===== src/rtl/pc_defs.sv =====
// Shared encodings for the PC fetch unit: next-PC select codes, FSM states
// and the default reset vector.
package pc_defs;
   localparam logic [1:0] NPC_SEQ = 2'b00;
   localparam logic [1:0] NPC_BR  = 2'b01;
   localparam logic [1:0] NPC_J   = 2'b10;
   localparam logic [1:0] NPC_JR  = 2'b11;

   typedef enum logic [1:0] {
      ST_BOOT  = 2'd0,
      ST_RUN   = 2'd1,
      ST_HALT  = 2'd2,
      ST_FAULT = 2'd3
   } state_t;

   localparam logic [31:0] DEF_RESET_VEC = 32'h0040_0020;
endpackage


===== src/rtl/pc_fetch_unit_if.sv =====
// Fetch request bus between the PC unit (master) and instruction memory (slave).
interface pc_fetch_unit_if #(parameter int WIDTH = 32);
   logic [WIDTH-1:0] pc;
   logic             pc_valid;
   logic             pc_ready;

   modport master (output pc, output pc_valid, input pc_ready);
   modport slave  (input pc, input pc_valid, output pc_ready);
endinterface


===== src/rtl/pc_fetch_unit_npc_calc.sv =====
// Combinational next-PC selection; kept standalone so a branch predictor can
// reuse it.
module npc_calc
   import pc_defs::*;
#(
   parameter int WIDTH = 32,
   parameter int IMM_W = 16,
   parameter int TGT_W = 26
) (
   input  logic [WIDTH-1:0] pc,
   input  logic [1:0]       npc_sel,
   input  logic             br_taken,
   input  logic [IMM_W-1:0] imm,
   input  logic [TGT_W-1:0] target,
   input  logic [WIDTH-1:0] rs_val,
   output logic [WIDTH-1:0] npc,
   output logic             misaligned
);
   logic [WIDTH-1:0] p4;
   logic [WIDTH-1:0] br_off;

   assign p4     = pc + WIDTH'(4);
   // Word offset: sign-extend to full width first, then scale to bytes.
   assign br_off = {{(WIDTH-IMM_W){imm[IMM_W-1]}}, imm} << 2;

   always_comb begin
      npc = p4;
      unique case (npc_sel)
         NPC_SEQ: npc = p4;
         NPC_BR:  npc = br_taken ? p4 + br_off : p4;
         NPC_J:   npc = {p4[WIDTH-1:TGT_W+2], target, 2'b00};
         NPC_JR:  npc = rs_val;
         default: npc = p4;
      endcase
   end

   assign misaligned = (npc_sel == NPC_JR) && (rs_val[1:0] != 2'b00);
endmodule


===== src/rtl/pc_fetch_unit.sv =====
// Program counter with valid/ready fetch handshake, link capture, sticky
// misaligned-JR fault, halt, and accepted-fetch counter.
module pc_fetch_unit
   import pc_defs::*;
#(
   parameter int          WIDTH     = 32,
   parameter logic [31:0] RESET_VEC = DEF_RESET_VEC,
   parameter int          IMM_W     = 16,
   parameter int          TGT_W     = 26,
   parameter int          CNT_W     = 32
) (
   input  logic               clk,
   input  logic               reset,
   input  logic [1:0]         npc_sel,
   input  logic               br_taken,
   input  logic [IMM_W-1:0]   imm,
   input  logic [TGT_W-1:0]   target,
   input  logic [WIDTH-1:0]   rs_val,
   input  logic               link,
   input  logic               stall,
   input  logic               halt,
   pc_fetch_unit_if.master    fetch,
   output logic [WIDTH-1:0]   link_pc,
   output logic               fault,
   output logic [WIDTH-1:0]   fault_addr,
   output logic [CNT_W-1:0]   fetch_cnt,
   output logic [1:0]         state
);
   state_t           state_q, state_d;
   logic [WIDTH-1:0] pc_q, npc;
   logic             misaligned, accept, fault_hit;

   npc_calc #(.WIDTH(WIDTH), .IMM_W(IMM_W), .TGT_W(TGT_W)) u_npc (
      .pc         (pc_q),
      .npc_sel    (npc_sel),
      .br_taken   (br_taken),
      .imm        (imm),
      .target     (target),
      .rs_val     (rs_val),
      .npc        (npc),
      .misaligned (misaligned)
   );

   assign accept    = (state_q == ST_RUN) & fetch.pc_valid & fetch.pc_ready;
   assign fault_hit = accept & misaligned;

   always_ff @(posedge clk) begin
      if (reset) state_q <= ST_BOOT;
      else       state_q <= state_d;
   end

   // Fault outranks halt; HALT and FAULT are left only through reset.
   always_comb begin
      state_d = state_q;
      unique case (state_q)
         ST_BOOT: state_d = ST_RUN;
         ST_RUN: begin
            if (fault_hit) state_d = ST_FAULT;
            else if (halt) state_d = ST_HALT;
         end
         default: state_d = state_q;
      endcase
   end

   always_comb begin
      fetch.pc_valid = (state_q == ST_RUN) & ~stall;
   end

   always_ff @(posedge clk) begin
      if (reset) begin
         pc_q       <= WIDTH'(RESET_VEC);
         link_pc    <= '0;
         fault      <= 1'b0;
         fault_addr <= '0;
         fetch_cnt  <= '0;
      end else if (fault_hit) begin
         fault      <= 1'b1;
         fault_addr <= rs_val;
      end else if (accept) begin
         pc_q      <= npc;
         fetch_cnt <= fetch_cnt + CNT_W'(1);
         if (link) link_pc <= pc_q + WIDTH'(4);
      end
   end

   assign fetch.pc = pc_q;
   assign state    = state_q;
endmodule


===== src/flat_wrapper.sv =====
// flat-port wrapper written by rule: the top's interface ports become plain ports
module pc_fetch_unit_flat import pc_defs::*;
#(
   parameter int          WIDTH     = 32,
   parameter logic [31:0] RESET_VEC = DEF_RESET_VEC,
   parameter int          IMM_W     = 16,
   parameter int          TGT_W     = 26,
   parameter int          CNT_W     = 32
)
  (clk, reset, npc_sel, br_taken, imm, target, rs_val, link, stall, halt, link_pc, fault, fault_addr, fetch_cnt, state, fetch_pc, fetch_pc_valid, fetch_pc_ready);
  pc_fetch_unit_if #(.WIDTH(WIDTH)) fetch_i ();
  input  logic clk;
  input  logic reset;
  input  logic [1:0] npc_sel;
  input  logic br_taken;
  input  logic [IMM_W-1:0] imm;
  input  logic [TGT_W-1:0] target;
  input  logic [WIDTH-1:0] rs_val;
  input  logic link;
  input  logic stall;
  input  logic halt;
  output logic [WIDTH-1:0] link_pc;
  output logic fault;
  output logic [WIDTH-1:0] fault_addr;
  output logic [CNT_W-1:0] fetch_cnt;
  output logic [1:0] state;
  output wire logic [$bits(fetch_i.pc)-1:0] fetch_pc;
  output wire logic [$bits(fetch_i.pc_valid)-1:0] fetch_pc_valid;
  input wire logic [$bits(fetch_i.pc_ready)-1:0] fetch_pc_ready;
  assign fetch_pc = fetch_i.pc;
  assign fetch_pc_valid = fetch_i.pc_valid;
  assign fetch_i.pc_ready = fetch_pc_ready;
  pc_fetch_unit #(.WIDTH(WIDTH), .RESET_VEC(RESET_VEC), .IMM_W(IMM_W), .TGT_W(TGT_W), .CNT_W(CNT_W)) u_core (.clk(clk), .reset(reset), .npc_sel(npc_sel), .br_taken(br_taken), .imm(imm), .target(target), .rs_val(rs_val), .link(link), .stall(stall), .halt(halt), .fetch(fetch_i), .link_pc(link_pc), .fault(fault), .fault_addr(fault_addr), .fetch_cnt(fetch_cnt), .state(state));
endmodule

===== config.mk =====
export PLATFORM = sky130hd
export DESIGN_NAME = pc_fetch_unit_flat
export DESIGN_NICKNAME = d
export VERILOG_FILES = /design/src/rtl/pc_defs.sv /design/src/rtl/pc_fetch_unit_if.sv /design/src/rtl/pc_fetch_unit_npc_calc.sv /design/src/rtl/pc_fetch_unit.sv /design/src/flat_wrapper.sv
export SDC_FILE = /design/constraint.sdc
export NUM_CORES = 1
export LEC_CHECK = 0
export ABC_CLOCK_PERIOD_IN_PS = 9300
export CELL_PAD_IN_SITES_DETAIL_PLACEMENT = 0
export CELL_PAD_IN_SITES_GLOBAL_PLACEMENT = 1
export CORE_AREA = 3 3 111 193
export DETAILED_ROUTE_END_ITERATION = 6
export DIE_AREA = 0 0 114 196
export PLACE_DENSITY = 0.87
export SYNTH_ARGS = -nofsm -noshare
export SYNTH_HDL_FRONTEND = slang
export SYNTH_SLANG_ARGS = --single-unit

===== constraint.sdc =====
create_clock -name clk -period 9.3 [get_ports clk]
set_input_delay 1.395 -clock clk [delete_from_list [all_inputs] [get_ports clk]]
set_output_delay 1.395 -clock clk [all_outputs]
set_load 0.1 [all_outputs]

==> flow_metrics.py <==
metrics = {
    "critical_path": {
        "endpoint_kind": "register",
        "cp-start-kind": "register",
        "crit_type": "register to register",
        "crit_required_ns": 9.58,
        "crit_fanout": 8,
        "arrival_ns": 5.17,
    },
    "sta": {
        "setup_viol": 0,
        "setup_tns_ns": 0,
        "period_share_pct": 52.6,
        "fmax_ghz": 0.205,
        "period_minus_slack_ns": 4.89,
        "maxSlewViolCount": 0,
        "layout_setup_ws_ns": 4.41,
        "rsz0062_at_grt": "false",
        "timing.hold.ws_ns": 0.452,
        "tightestPinTransition_ns": 1.07,
        "fin_skew_ns": 0.0118,
        "hold_viol": 0,
        "slew_headroom_pct": 28.5,
    },
    "logic_synthesis": {
        "synth_top_area_cell": "dfxtp_1",
        "yosys-top-cells-count": "dfxtp_1, nand2_1, nor2_1",
        "synthTopCellsByArea": "dfxtp_1, nand2_1, nor2_1",
        "synth_cell_types": 62,
        "ys.flop_type": "dfxtp_1",
        "netlist.area_leader.share_pct": 34.7,
        "synth_area_um2": 7560,
        "synth_fp_nets": 1083,
        "syn_area_per_cell_um2": 7.84,
        "ys_async_sr_fraction_pct": 0,
        "synthCells": 964,
        "synth_warnings": 0,
        "ys_seq_area_share_pct": 34.7,
        "yosys_register_bits": 131,
        "synth_edf_count": 0,
    },
    "clock_network": {
        "clk_pin_slew_ns": 0.06,
        "cts_buffers": 17,
        "htree_levels": 4,
        "post_cts_buffers": 0,
        "insertion_delay_ns": 0.44,
        "post_cts_resize_count": 0,
        "cts_root_buf": "clkbuf_16",
        "cts.sinks": 131,
        "tritoncts": "built",
        "holdBufCountCts": 0,
        "clock_path_buffers": 2,
    },
    "final_layout": {
        "final-instance-count-excl-fill": 1409,
        "final_nets": 1270,
        "drive_above_1_share_pct": 6.62,
        "antenna_cells": 0,
        "area_delta_synth_final_pct": 39.6,
    },
    "global_route": {
        "grt_pass1_wl_um": 41400,
        "grt_pass1_vias": 7651,
        "grt_max_degree": 74,
        "grt_remaining_overflow": 0,
        "antenna_found_initial": 0,
        "grt_usage_pct": 23.6,
    },
    "floorplan": {
        "core-area_um2": 19900,
        "die-area_um2": 22300,
        "rows": 68,
        "start_util_pct": 38.0,
        "ioPinCount": 215,
        "die_y_um": 196,
        "die_x_um": 114,
    },
    "run": {
        "cap_violations": 0,
    },
    "power_and_ir_drop": {
        "pwr-share-comb_pct": 18.7,
        "p_sw_w": 0.000486,
        "p_int_w": 0.00121,
        "irDropWorstVdd_mv": 0.125,
        "total_leakage_power_nw": 4.06,
        "power_density_nw_per_um2": 161,
        "p_seq_share_pct": 34.5,
        "switching_share_pct": 28.6,
        "clkPwrFrac_pct": 46.8,
    },
    "detailed_routing": {
        "route.detailed.drc": 0,
        "drt_pass1_iterations": 5,
        "vias": 7616,
        "ant_nets": 0,
        "viasPerCell": 5.41,
        "wl_per_cell_um": 19.0,
        "drt_iter0_drc": 391,
        "wirelength_um": 26800,
    },
    "worst_hold_path": {
        "hp-class": "register to register",
    },
    "status": {
        "status": "finished, final reports clean",
    },
    "place": {
        "hpwlAfterDp_um": 19900,
        "placedCellCount": 1377,
        "gp_congestion": 0.868,
        "pre_cts_ws_ns": 4.09,
        "portBuffers": 214,
    },
}
==> state kept, by name, summed over array words and instances, names as in the netlist <==
signal,flops
u_core.fetch.pc,32
u_core.fault,1
u_core.fault_addr,32
u_core.state,2
u_core.fetch_cnt,32
u_core.link_pc,32
==> worst paths after layout <==
kind | cells after the start | end | slack [ns] | start
min reg2reg | 2 | u_core.fault_addr[16] | 0.45 | u_core.fault_addr[16]
max reg2reg | 19 | u_core.fetch.pc[31] | 4.41 | u_core.fetch.pc[2]
max | 19 | u_core.fetch.pc[31] | 4.41 | u_core.fetch.pc[2]
min | 2 | u_core.fault_addr[16] | 0.45 | u_core.fault_addr[16]
==> placed cells by master, fill, tap and decap left out, drive strengths merged, types with 28 or more instances in the layout <==
| cell | Yosys | routed |
|---|---|---|
| a21oi | 94 | 94 |
| clkdlybuf4s50 | 0 | 212 |
| dfxtp | 131 | 131 |
| ha | 35 | 35 |
| nand2 | 131 | 131 |
| nand3 | 28 | 28 |
| nor2 | 125 | 125 |
| nor3 | 28 | 28 |
| o21ai | 40 | 40 |
| xnor2 | 32 | 32 |
| xor2 | 45 | 45 |
==> layer usage <==
metal  up-vias  wire length, um  global-route usage, %
met4         0             1020                   10.7
met2       221            14100                   43.0
met5         -                0                      0
met3        55             1330                   5.06
met1      3591            10300                   25.7
li1       3749                -                      -
==> area by class of cell <==
class | instances | area, um^2
fill | 1962 | 9360
multi-input combinational | 757 | 4650
sequential | 131 | 2620
timing repair buffer | 223 | 2200
clock buffer | 21 | 470
tap | 245 | 307
clock inverter | 11 | 221
inverter | 21 | 78.8
==> logic make-up (layout without fill, tap and decap cells) <==
logic type	after synthesis	in the layout	share of synthesized area, %
AO/OA/AOI/OAI	230	230	19.4
AND/OR/NAND/NOR	389	389	23.4
adder cells (fa/ha/maj)	36	36	6.06
buffers and inverters	76	276	3.87
flip-flops	131	131	34.7
multiplexers	25	25	3.69
XOR/XNOR	77	77	8.92
==> stage by stage <==
step                      utilization, %  total power, W  area, um^2
after detailed placement            49.5        0.000914        9860
after global placement              49.5        0.000913        9860
after CTS                           53.0         0.00171       10600
after global routing                53.0         0.00176       10600
final                               53.0         0.00170       10600
after floorplan                        -        0.000808        7560
==> worst max-delay path: stages, from the launching register on <==
cell	delay (ns)
dfxtp_1	0.46
ha_1	0.25
nand3_1	0.17
nor2_1	0.42
nand3_1	0.25
nor2_1	0.27
nand4_1	0.15
xor2_1	0.37
inv_1	0.09
ha_1	0.42
a21o_1	0.17
a21oi_1	0.07
nor2b_1	0.16
nor4_1	0.06
o41ai_1	0.50
a21oi_1	0.15
and3_1	0.18
or3_1	0.41
nand3_1	0.10
o221ai_1	0.11
==> power by group through the flow <==
stage | Combinational [W] | Sequential, W | Clock [W]
floorplan | 0.000129 | 0.000679 | 0
global placement | 0.000315 | 0.000598 | 0
detailed placement | 0.000316 | 0.000598 | 0
CTS | 0.000318 | 0.000586 | 0.000805
global route | 0.000338 | 0.000588 | 0.000830
finish | 0.000318 | 0.000586 | 0.000794
Power figures use the tool's default switching activity.
